[src/rtl/demux_sched_pkg.sv]
// demux_sched_pkg
// Shared types and constants for the 1x8 demux scheduler.
//   sched_state_t : scheduler FSM states
//   NUM_CH        : channel count (fixed by the 3-bit demux select)
//   SEL_W         : demux select width
//   DEN_ACTIVE    : level of den that enables the selected demux output
//   onehot()      : converts a channel index to a one-hot channel vector
package demux_sched_pkg;

   localparam int   NUM_CH     = 8;
   localparam int   SEL_W      = 3;
   localparam logic DEN_ACTIVE = 1'b0;

   typedef enum logic [1:0] {
      IDLE,
      GRANT,
      BURST,
      RELEASE
   } sched_state_t;

   function automatic logic [NUM_CH-1:0] onehot(input logic [SEL_W-1:0] idx);
      logic [NUM_CH-1:0] vec;
      vec      = '0;
      vec[idx] = 1'b1;
      return vec;
   endfunction

endpackage

[src/rtl/rr_arbiter.sv]
// rr_arbiter
// Combinational round-robin arbiter. The request vector is viewed rotated so
// that the channel after 'last' has highest priority; the first set bit in
// that rotated view is the winner, reported back as an absolute index.
//   req  : per-channel request vector
//   last : index of the most recently served channel
//   win  : index of the winning channel (0 when no request)
//   any  : at least one request is present
module rr_arbiter
   import demux_sched_pkg::*;
(
   input  logic [NUM_CH-1:0] req,
   input  logic [SEL_W-1:0]  last,
   output logic [SEL_W-1:0]  win,
   output logic              any
);

   logic [SEL_W-1:0] idx;

   // Walk the rotated positions from lowest priority to highest so the
   // highest-priority requester is the last one to overwrite the result.
   // The 3-bit index arithmetic wraps naturally, which performs the
   // rotate and unrotate in one step.
   always_comb begin
      win = '0;
      any = 1'b0;
      idx = '0;
      for (int i = NUM_CH - 1; i >= 0; i--) begin
         idx = last + 3'd1 + 3'(i);
         if (req[idx]) begin
            win = idx;
            any = 1'b1;
         end
      end
   end

endmodule

[src/rtl/demux_sched.sv]
// demux_sched
// Round-robin scheduler sharing a 1x8 demux data path among eight requesters.
// Each grant is held for a programmable, non-preemptible burst; sel only
// changes while den is inactive so every enabled window has a stable select.
//   clk       : clock, rising edge
//   rst_n     : asynchronous active-low reset
//   req       : per-channel level requests
//   burst_len : burst length minus one, sampled in GRANT
//   sel       : demux select (registered)
//   den       : demux enable, active low (registered)
//   grant     : one-hot grant (registered)
//   busy      : scheduler is not idle
//   done      : one-cycle pulse when a burst is released
module demux_sched #(
   parameter int NUM_CH  = 8,
   parameter int BURST_W = 4
) (
   input  logic                          clk,
   input  logic                          rst_n,
   input  logic [NUM_CH-1:0]             req,
   input  logic [BURST_W-1:0]            burst_len,
   output logic [demux_sched_pkg::SEL_W-1:0] sel,
   output logic                          den,
   output logic [NUM_CH-1:0]             grant,
   output logic                          busy,
   output logic                          done
);

   import demux_sched_pkg::*;

   sched_state_t       state;
   logic [SEL_W-1:0]   last;
   logic [SEL_W-1:0]   winner;
   logic [BURST_W-1:0] cnt;

   logic [SEL_W-1:0]   arb_last;
   logic [SEL_W-1:0]   arb_win;
   logic               arb_any;

   // In RELEASE the pointer register is being updated on this same edge,
   // so the arbiter must already see the channel just served.
   assign arb_last = (state == RELEASE) ? winner : last;

   rr_arbiter u_arb (
      .req  (req),
      .last (arb_last),
      .win  (arb_win),
      .any  (arb_any)
   );

   assign busy = (state != IDLE);

   // Scheduler FSM with registered outputs. Each state's branch drives the
   // outputs that become visible on the following cycle: GRANT loads the
   // select and grant while den stays inactive, BURST holds den active for
   // burst_len+1 cycles, RELEASE drops den and grant and pulses done.
   always_ff @(posedge clk or negedge rst_n) begin
      if (!rst_n) begin
         state  <= IDLE;
         last   <= 3'd7;
         winner <= '0;
         cnt    <= '0;
         sel    <= '0;
         den    <= ~DEN_ACTIVE;
         grant  <= '0;
         done   <= 1'b0;
      end else begin
         done <= 1'b0;
         case (state)
            IDLE: begin
               if (arb_any) begin
                  winner <= arb_win;
                  state  <= GRANT;
               end
            end
            GRANT: begin
               sel   <= winner;
               grant <= onehot(winner);
               den   <= ~DEN_ACTIVE;
               cnt   <= burst_len;
               state <= BURST;
            end
            BURST: begin
               den <= DEN_ACTIVE;
               if (cnt == '0) begin
                  state <= RELEASE;
               end else begin
                  cnt <= cnt - 1'b1;
               end
            end
            RELEASE: begin
               den   <= ~DEN_ACTIVE;
               grant <= '0;
               done  <= 1'b1;
               last  <= winner;
               if (arb_any) begin
                  winner <= arb_win;
                  state  <= GRANT;
               end else begin
                  state <= IDLE;
               end
            end
            default: state <= IDLE;
         endcase
      end
   end

endmodule
[config.mk]
export PLATFORM = sky130hd
export DESIGN_NAME = demux_sched
export DESIGN_NICKNAME = d
export VERILOG_FILES = /design/src/rtl/demux_sched_pkg.sv /design/src/rtl/rr_arbiter.sv /design/src/rtl/demux_sched.sv
export SDC_FILE = /design/constraint.sdc
export NUM_CORES = 1
export LEC_CHECK = 0
export BUFFER_PORTS_ARGS = -buffer_cell sky130_fd_sc_hd__buf_2
export CAP_MARGIN = 20
export CORE_UTILIZATION = 30
export CTS_BUF_LIST = sky130_fd_sc_hd__clkbuf_8
export DETAILED_ROUTE_END_ITERATION = 12
export GPL_TIMING_DRIVEN = 0
export PLACE_DENSITY = 0.49
export SLEW_MARGIN = 20
export SYNTH_ARGS = -nofsm -noshare
export SYNTH_HDL_FRONTEND = slang
export SYNTH_SLANG_ARGS = --single-unit
[constraint.sdc]
create_clock -name clk -period 4.31 [get_ports clk]
set_input_delay 0.431 -clock clk [delete_from_list [all_inputs] [get_ports clk]]
set_output_delay 0.431 -clock clk [all_outputs]
set_load 0.02 [all_outputs]
==> results of run 1 <==
critical path, stage by stage (launching register included):
cell,delay (ps)
dfrtp_1,440
ha_2,300
mux2i_2,330
clkbuf_2,320
inv_1,80
ha_1,270
xnor2_2,360
nor3_1,90
or3_1,400
or2_0,220
buf_2,160
or4_4,500
o2111a_1,140
a32o_1,260
final timing paths:
check	from	to	slack [ps]	depth (start not counted)
setup / recovery	state[0]$_DFFE_PN0P_	winner[0]$_DFFE_PN0P_	300	13
hold / removal	rst_n	cnt[3]$_DFFE_PN0P_	140	1
setup reg to reg	state[0]$_DFFE_PN0P_	winner[0]$_DFFE_PN0P_	300	13
hold reg to reg	den$_DFFE_PN1P_	den$_DFFE_PN1P_	490	2
max in group asynchronous	rst_n	last[1]$_DFF_PN1_	3780	1
min in group clk	burst_len[0]	cnt[0]$_DFFE_PN0P_	400	3
per-stage QoR:
step	worst slack, ps	hold slack, ps	cells	setup TNS [ps]
2_1_floorplan	553.5	135.4	243	0
3_3_place_gp	-50.06	462.8	347	-50.06
3_5_place_dp	-78.98	463.3	347	-78.98
4_1_cts	86.61	167.6	351	0
5_1_grt	41.81	184.6	351	0
6_report	304.3	142.5	351	0
sequential cells by signal (all words and copies together), names as in the netlist:
name	count
sel	3
state	2
done	1
grant	8
den	1
winner	3
cnt	4
last	3
per-layer routing:
| layer | vias to the layer above | part of all wire (%) |
|---|---|---|
| met1 | 881 | 49 |
| met4 | 0 | 1.6 |
| li1 | 942 | - |
| met2 | 47 | 45 |
| met3 | 6 | 4.6 |
| met5 | - | 0 |
kinds of logic (layout without fill, tap and decap cells):
| logic type | Yosys count | in the layout | synth area share, % |
|---|---|---|---|
| AOI/OAI and AO/OA | 60 | 60 | 20.26 |
| and+or+nand+nor | 98 | 98 | 24.49 |
| buffers and inverters | 29 | 60 | 5.656 |
| muxes | 18 | 18 | 10.57 |
| DFF | 25 | 25 | 31.32 |
| xor gates and xnor gates | 6 | 6 | 3.356 |
| adders and majority gates | 7 | 7 | 4.350 |
cell usage in the layout (no fill, tap or decap), drive strengths merged, types with 3 or more instances in the layout:
cell type / Yosys / routed
a211oi: 3 / 3
a21oi: 20 / 20
a31oi: 4 / 4
buf: 4 / 31
clkbuf: 10 / 13
dfrtp: 21 / 21
dfstp: 4 / 4
ha: 7 / 7
inv: 14 / 15
mux2: 3 / 3
mux2i: 13 / 13
nand2: 33 / 33
nand2b: 6 / 6
nand3: 7 / 7
nor2: 14 / 14
nor3: 18 / 18
o21ai: 9 / 9
or3: 3 / 3
xnor2: 5 / 5
area by class of cell:
class	instances	area [µm²]
repair buffers	27	135.1
inverters	15	56.30
fillers	689	4124
multi-input cells	189	1275
well taps	77	96.34
clock inverters	1	3.754
plain buffers	14	60.06
clock buffers	3	41.29
flip-flops and latches	25	630.6
repair_timing:
| item | CTS | global route |
|---|---|---|
| pin swaps | 0 | 0 |
| endpoints found under the setup margin | 1 | 5 |
| gates resized for setup | 1 | 4 |
| buffers inserted | 0 | 0 |
| gates cloned | 0 | 0 |
==> results.sh, run 1 <==
export IMPL_yosys_cell_types_count=57
export IMPL_worst_ep_arrival_time_ps=4160
export IMPL_drt_wirelength_per_cell_um=14.30
export IMPL_met1_usage_pct=20.90
export IMPL_status="complete, but fails checks"
export IMPL_clock_path_buffers=2
export IMPL_die_height_um=83.92
export IMPL_initial_core_util_pct=31.35
export IMPL_met3_usage_pct=1.286
export IMPL_io_buffers=27
export IMPL_fp_dieW_um=83.92
export IMPL_drt_initial_drc_count=101
export IMPL_grt_max_degree=26
export IMPL_grt_usage_pct=14.98
export IMPL_grt_overflow_total=0
export IMPL_clk_latency_ps=260
export IMPL_yosys_area_top_type="dfrtp_1"
export IMPL_finalNetCount=296
export IMPL_timing_max_cap_violations=0
export IMPL_fin_skew_ps=4.371
export IMPL_cts_sinks=25
export IMPL_place_hpwl_um=3855
export IMPL_syn_to_final_growth_pct=14.17
export IMPL_placed_cell_area_mm2=0.002245
export IMPL_rsz0062_at_grt="false"
export IMPL_grt_use_met2_pct=23.77
export IMPL_grt_pass1_wl_um=8700
export IMPL_cts_tree="yes"
export IMPL_yosys_top_cells_count="nand2_1 (32), dfrtp_1 (21), a21oi_1 (20)"
export IMPL_synth_seq_cells=25
export IMPL_syn_nets=264
export IMPL_synth_flop_cell="dfrtp_1"
export IMPL_slew_headroom_pct=55.44
export IMPL_synthCells=243
export IMPL_core_area_mm2=0.006422
export IMPL_yosysWarnings=0
export IMPL_numCtsBuffers=3
export IMPL_synth_edff_count=0
export IMPL_finalSetupViolCount=0
export IMPL_clock_fmax_ghz=0.2496
export IMPL_worst_hold_path_type="primary input to asynchronous set/reset pin"
export IMPL_boundaryPins=28
export IMPL_antenna_left=0
export IMPL_cts_hold_buf=0
export IMPL_antennaDiodeCount=0
export IMPL_drc=8
export IMPL_clock_root_buffer="clkbuf_8"
export IMPL_drive_gt1_share_pct=21.53
export IMPL_grt_pass1_vias=1747
export IMPL_syn_area_per_cell_um2=8.285
export IMPL_die_area_mm2=0.007043
export IMPL_yosysSeqAreaShare_pct=31.32
export IMPL_final_cell_area_mm2=0.002298
export IMPL_antenna_found_initial=0
export IMPL_yosysTopAreaCellShare_pct=26.10
export IMPL_fin_crit_ps=4006
export IMPL_place_gp_congestion=0.8132
export IMPL_startpoint_type="flip-flop"
export IMPL_crit_path_end_kind="flip-flop"
export IMPL_ys_async_sr_fraction_pct=100.0
export IMPL_worstMarginPinSlew_ps=649.8
export IMPL_vias=1876
export IMPL_cp_max_fo=10
export IMPL_synth_area_mm2=0.002013
export IMPL_path_clk_slew_ps=90
export IMPL_required_ps=4460
export IMPL_final_util_pct=35.79
export IMPL_violations="design-rule violations"
export IMPL_firstDrtPassIters=8
export IMPL_hold_violations=0
export IMPL_wirelength_um=5021
export IMPL_std_cell_rows=29
export IMPL_drv_slew=0
export IMPL_busiest_layer="met2"
export IMPL_worstSetupPathType="flip-flop to flip-flop"
export IMPL_yosysMostFrequentCell="nand2_1"
export IMPL_h_tree_depth=1
export IMPL_synth_top_cells_by_area="dfrtp_1 (26%), mux2i_1 (6.0%), nand2_1 (6.0%)"
export IMPL_via_per_inst=5.345
export IMPL_finalCritPeriodShare_pct=92.94
Power of run 1 is not shown: default switching activity piles up to over one toggle a cycle in this logic, so the estimate is an artifact.
==> run 2: changes to the inputs <==
--- a/config.mk
+++ b/config.mk
@@ -8,10 +8,11 @@
 export BUFFER_PORTS_ARGS = -buffer_cell sky130_fd_sc_hd__buf_2
 export CAP_MARGIN = 20
 export CORE_UTILIZATION = 30
-export CTS_BUF_LIST = sky130_fd_sc_hd__clkbuf_8
+export CTS_BUF_LIST = sky130_fd_sc_hd__clkbuf_2
 export DETAILED_ROUTE_END_ITERATION = 12
 export GPL_TIMING_DRIVEN = 0
 export PLACE_DENSITY = 0.49
+export RECOVER_POWER = 100
 export SLEW_MARGIN = 20
 export SYNTH_ARGS = -nofsm -noshare
 export SYNTH_HDL_FRONTEND = slang
==> constraint.sdc (replaced) <==
create_clock -name clk -period 4.51 [get_ports clk]
set_input_delay 0.451 -clock clk [delete_from_list [all_inputs] [get_ports clk]]
set_output_delay 0.451 -clock clk [all_outputs]
set_load 0.02 [all_outputs]
==> run 2 against run 1 <==
The flow still finishes with violations (design-rule violations). Count of clock-buffer cells in the layout rose by 1. Sequential share of layout area rose by 0.66 points. Utilization fell by 0.84 points. Worst hold slack improved by 180 ps. Die area did not move. Global-route usage did not move. Wire length barely moved. Clock skew rose by 7.6 ps.
==> results.sh, run 2 (synthesis results as in run 1) <==
export IMPL_status="complete, but fails checks"
export IMPL_violations="design-rule violations"
export IMPL_worst_ep_arrival_time_ps=4390
export IMPL_worst_hold_path_type="primary input to flip-flop"
export IMPL_regMostFlops="grant"
export IMPL_via_per_inst=5.373
export IMPL_critPathSlowestCell="or4_4"
export IMPL_wirelength_um=5018
export IMPL_cts_hold_buf=0
export IMPL_largest_register_ffs=8
export IMPL_worstMarginPinSlew_ps=1337
export IMPL_cp_cell_sequence="ha_1 -> mux2i_1 -> clkbuf_2 -> inv_1 -> ha_1 -> xnor2_2 -> clkbuf_2 -> nor3_1 -> nor3_2 -> nand2_2 -> or4_4 -> o2111a_1 -> a32o_1"
export IMPL_std_cell_rows=29
export IMPL_holdWs_ps=323.2
export IMPL_cp_top_family="simple AND/OR/NAND/NOR gates"
export IMPL_multi_input_area_mm2=0.001265
export IMPL_drc=8
export IMPL_cp_max_fo=10
export IMPL_place_gp_congestion=0.8132
export IMPL_slew_headroom_pct=10.88
export IMPL_rrSetupSlack_ps=380
export IMPL_finalCritPeriodShare_pct=91.67
export IMPL_syn_to_final_growth_pct=11.50
export IMPL_grt_overflow_total=0
export IMPL_vias=1886
export IMPL_finalSetupViolCount=0
export IMPL_drv_slew=0
export IMPL_numCtsBuffers=3
export IMPL_grt_max_degree=26
export IMPL_rsz0062_at_grt="false"
export IMPL_fin_crit_ps=4134
export IMPL_antenna_found_initial=0
export IMPL_h_tree_depth=1
export IMPL_firstDrtPassIters=9
export IMPL_boundaryPins=28
export IMPL_final_util_pct=34.95
export IMPL_reg_top3="grant (8), cnt (4)"
export IMPL_mostFrequentLayoutCell="nand2_1"
export IMPL_cts_sinks=25
export IMPL_crit_path_end_kind="flip-flop"
export IMPL_regArea_um2=630.6
export IMPL_drive_gt1_share_pct=14.60
export IMPL_clk_latency_ps=340
export IMPL_worstSetupPathType="flip-flop to flip-flop"
export IMPL_clock_root_buffer="clkbuf_2"
export IMPL_timing_max_cap_violations=0
export IMPL_fp_dieW_um=83.92
export IMPL_grt_pass1_vias=1751
export IMPL_startpoint_type="flip-flop"
export IMPL_die_height_um=83.92
export IMPL_grt_pass1_wl_um=8707
export IMPL_timing_setup_tns_ps=0
export IMPL_fin_skew_ps=12.00
export IMPL_clock_path_buffers=2
export IMPL_mostFrequentLayoutCells="nand2_1 (32), clkbuf_1 (23), dfrtp_1 (21)"
export IMPL_required_ps=4760
export IMPL_initial_core_util_pct=31.35
export IMPL_place_hpwl_um=3855
export IMPL_drt_initial_drc_count=106
export IMPL_core_area_mm2=0.006422
export IMPL_antennaDiodeCount=0
export IMPL_grt_usage_pct=14.98
export IMPL_finalNetCount=296
export IMPL_cts_tree="yes"
export IMPL_antenna_left=0
export IMPL_n_fill_cell=704
export IMPL_io_buffers=27
export IMPL_path_buf_inv=3
export IMPL_clock_fmax_ghz=0.2419
export IMPL_max_stage_delay_ps=590
export IMPL_die_area_mm2=0.007043
export IMPL_hold_violations=0
export IMPL_drt_wirelength_per_cell_um=14.30
export IMPL_path_clk_slew_ps=230
[run 2: cell count changes in the layout (fill, tap and decap cells not counted), moves of 2 or more]
cell      change
buf_2        -16
clkbuf_1     +15
clkbuf_2      +5
clkbuf_8      -3
mux2i_1       +2
mux2i_2       -2
[run 2: cell type report]
| type | instances | area share, % |
|---|---|---|
| timing repair buffer | 27 | 5.240 |
| tap | 77 | 4.292 |
| sequential | 25 | 28.09 |
| multi-input combinational | 189 | 56.35 |
| inverter | 15 | 2.508 |
| buffer | 14 | 2.620 |
| clock buffer | 4 | 0.8919 |
[run 2: per-layer routing]
metal / wire length [µm] / vias up / global-route usage, % / part of all wire (%)
met1: 2449 / 883 / 20.90 / 49
li1: - / 946 / - / -
met4: 98 / 0 / 6.113 / 2.0
met3: 202 / 8 / 1.286 / 4.0
met5: 0 / - / 0 / 0
met2: 2267 / 49 / 23.77 / 45
[run 2: worst reg2reg max path: stages, from the launching register on]
cell and delay, ps:
dfrtp_1 480, ha_1 330, mux2i_1 390, clkbuf_2 330
inv_1 80, ha_1 270, xnor2_2 260, clkbuf_2 280
nor3_1 90, nor3_2 340, nand2_2 210, or4_4 590
o2111a_1 150, a32o_1 260
[run 2: path summary, 6_finish.rpt]
| kind | from | endpoint | cells past startpoint |
|---|---|---|---|
| worst max-delay path | state[0]$_DFFE_PN0P_ | winner[0]$_DFFE_PN0P_ | 13 |
| worst min register to register | den$_DFFE_PN1P_ | den$_DFFE_PN1P_ | 2 |
| worst min-delay path | burst_len[0] | cnt[0]$_DFFE_PN0P_ | 3 |
| min in group asynchronous | rst_n | cnt[3]$_DFFE_PN0P_ | 1 |
| max in group asynchronous | rst_n | grant[0]$_DFFE_PN0P_ | 1 |
| worst max register to register | state[0]$_DFFE_PN0P_ | winner[0]$_DFFE_PN0P_ | 13 |
[run 2: metrics by stage]
stage | cell area (µm²) | setup slack (ps) | instances
CTS | 2265 | 84.77 | 351
global placement | 2245 | 149.9 | 347
finish | 2245 | 375.7 | 351
detailed placement | 2245 | 121.0 | 347
floorplan | 2013 | 753.5 | 243
global route | 2245 | 59.76 | 351
[run 2: timing repair]
item | CTS | global route
setup buffers | 0 | 0
resized for setup | 0 | 4
hold endpoints to repair | 0 | 0
endpoints found under the setup margin | 0 | 5
Power of run 2 is left out for the same reason.
==> run 3: changes to the inputs <==
--- a/config.mk
+++ b/config.mk
@@ -11,7 +11,6 @@
 export CTS_BUF_LIST = sky130_fd_sc_hd__clkbuf_2
 export DETAILED_ROUTE_END_ITERATION = 12
 export GPL_TIMING_DRIVEN = 0
-export PLACE_DENSITY = 0.49
 export RECOVER_POWER = 100
 export SLEW_MARGIN = 20
 export SYNTH_ARGS = -nofsm -noshare
==> run 3 against run 2 <==
The flow still finishes with violations (design-rule violations). Design area is 0.28% lower. Sequential cell count stayed put. Die area stayed put. Fmax is 2.4% lower. Count of clock-buffer cells in the layout is 1 lower. Sequential share of layout area is 0.078 points higher. Utilization is 0.097 points lower. Worst hold slack better by 12 ps. Via count is 1.6% higher. First-iteration DRC count is 18% higher. Critical path depth stayed put. Critical path type unchanged. Critical endpoint unchanged. Largest cell class unchanged.
==> results.sh, run 3 (synthesis results as in run 1) <==
export IMPL_status="complete, but fails checks"
export IMPL_violations="design-rule violations"
export IMPL_wirelength_um=4947
export IMPL_std_cell_rows=29
export IMPL_rsz0062_at_grt="false"
export IMPL_cts_sinks=25
export IMPL_grt_pass1_vias=1748
export IMPL_vias=1917
export IMPL_grt_usage_pct=14.28
export IMPL_core_area_mm2=0.006422
export IMPL_numCtsBuffers=3
export IMPL_grt_overflow_total=0
export IMPL_fin_crit_ps=4235
export IMPL_clock_root_buffer="clkbuf_2"
export IMPL_regArea_um2=630.6
export IMPL_required_ps=4770
export IMPL_dr_wl_met3_um=251
export IMPL_startpoint_type="flip-flop"
export IMPL_final_util_pct=34.85
export IMPL_grt_max_degree=26
export IMPL_clock_fmax_ghz=0.2361
export IMPL_multi_input_area_mm2=0.001261
export IMPL_mostFrequentLayoutCell="nand2_1"
export IMPL_die_area_mm2=0.007043
export IMPL_layout_setup_ws_ps=274.5
export IMPL_finalSetupViolCount=0
export IMPL_largest_register_ffs=8
export IMPL_path_clk_slew_ps=230
export IMPL_cts_hold_buf=0
export IMPL_worstSetupPathType="flip-flop to flip-flop"
export IMPL_wl_met1_um=2316
export IMPL_mostFrequentLayoutCells="nand2_1 (32), clkbuf_1 (25), dfrtp_1 (21)"
export IMPL_via_per_inst=5.462
export IMPL_boundaryPins=28
export IMPL_drv_slew=0
export IMPL_firstDrtPassIters=8
export IMPL_slew_headroom_pct=9.340
export IMPL_cp_max_fo=10
export IMPL_postCtsSetupRepairBufs=0
export IMPL_hold_violations=0
export IMPL_drt_initial_drc_count=125
export IMPL_io_buffers=27
export IMPL_clock_path_buffers=2
export IMPL_h_tree_depth=1
export IMPL_dp_slack_ps=151.1
export IMPL_top_layer="met4"
export IMPL_final_cell_area_mm2=0.002238
export IMPL_finalNetCount=296
export IMPL_die_height_um=83.92
export IMPL_route_met2_wl_um=2319
export IMPL_clk_latency_ps=330
export IMPL_drc=4
export IMPL_place_hpwl_um=3797
export IMPL_regMostFlops="grant"
export IMPL_timing_setup_tns_ps=0
export IMPL_antenna_found_initial=0
export IMPL_n_fill_cell=686
export IMPL_worst_hold_path_type="primary input to flip-flop"
export IMPL_antennaDiodeCount=0
export IMPL_crit_path_end_kind="flip-flop"
export IMPL_cts_tree="yes"
export IMPL_drive_gt1_share_pct=13.87
export IMPL_fin_skew_ps=5.784
export IMPL_initial_core_util_pct=31.35
export IMPL_fp_dieW_um=83.92
export IMPL_drt_wirelength_per_cell_um=14.09
export IMPL_grt_pass1_wl_um=8190
export IMPL_antenna_left=0
export IMPL_placed_cell_area_mm2=0.002245
export IMPL_timing_max_cap_violations=0
export IMPL_place_gp_congestion=0.8836
export IMPL_worstMarginPinSlew_ps=1360
export IMPL_reg_top3="grant (8), cnt (4)"
export IMPL_syn_to_final_growth_pct=11.19
export IMPL_worst_ep_arrival_time_ps=4490
export IMPL_finalCritPeriodShare_pct=93.91
[run 3: cell types whose count changed in the layout (fill, tap and decap cells not counted)]
cell,previous run,this run
clkbuf_1,23,25
or4_1,1,2
clkinv_2,0,1
dfstp_2,3,4
dfstp_1,1,0
or4_4,1,0
clkbuf_2,7,4
[run 3: per-layer routing]
layer  vias to the layer above  global-route usage (%)
met4                         0                   5.486
met2                        65                   23.17
met3                         4                   1.780
li1                        955                       -
met1                       893                   19.29
met5                         -                       0
[run 3: critical path, cell delays in order (launching register included)]
cell,delay (ps)
dfrtp_1,460
ha_1,330
mux2i_1,400
clkbuf_2,340
inv_1,70
ha_1,270
xnor2_2,350
clkbuf_1,390
a21oi_1,130
nor2_1,280
nand3_1,210
or4_1,500
o2111a_1,160
a32o_1,270
[run 3: worst paths after layout]
| path | start | endpoint | slack, ps | cells after the start |
|---|---|---|---|---|
| worst max-delay path | state[0]$_DFFE_PN0P_ | winner[0]$_DFFE_PN0P_ | 270 | 13 |
| worst min-delay path | burst_len[0] | cnt[0]$_DFFE_PN0P_ | 340 | 3 |
| worst max register to register | state[0]$_DFFE_PN0P_ | winner[0]$_DFFE_PN0P_ | 270 | 13 |
| worst min register to register | den$_DFFE_PN1P_ | den$_DFFE_PN1P_ | 500 | 2 |
| max in group asynchronous | rst_n | grant[3]$_DFFE_PN0P_ | 3360 | 1 |
| min in group asynchronous | rst_n | grant[0]$_DFFE_PN0P_ | 370 | 1 |
[run 3: cell type report]
type                    count  area share [%]
flip-flops and latches     25           28.17
clock inverters             1          0.2236
inverters                  15           2.515
plain buffers              14           2.571
repair buffers             27           5.198
clock buffers               3          0.6708
multi-input cells         189           56.34
well taps                  77           4.304
[run 3: metrics by stage]
step / hold slack [ps] / cells
2_1_floorplan: 155.4 / 243
3_3_place_gp: 471.2 / 347
3_5_place_dp: 475.6 / 347
4_1_cts: 63.84 / 351
5_1_grt: 326.1 / 351
6_report: 335.3 / 351
[run 3: what timing repair did]
item	in CTS	in global routing
resized for setup	0	2
endpoints found under the setup margin	0	3
endpoints found under the hold margin	0	0
Power of run 3 is left out for the same reason.
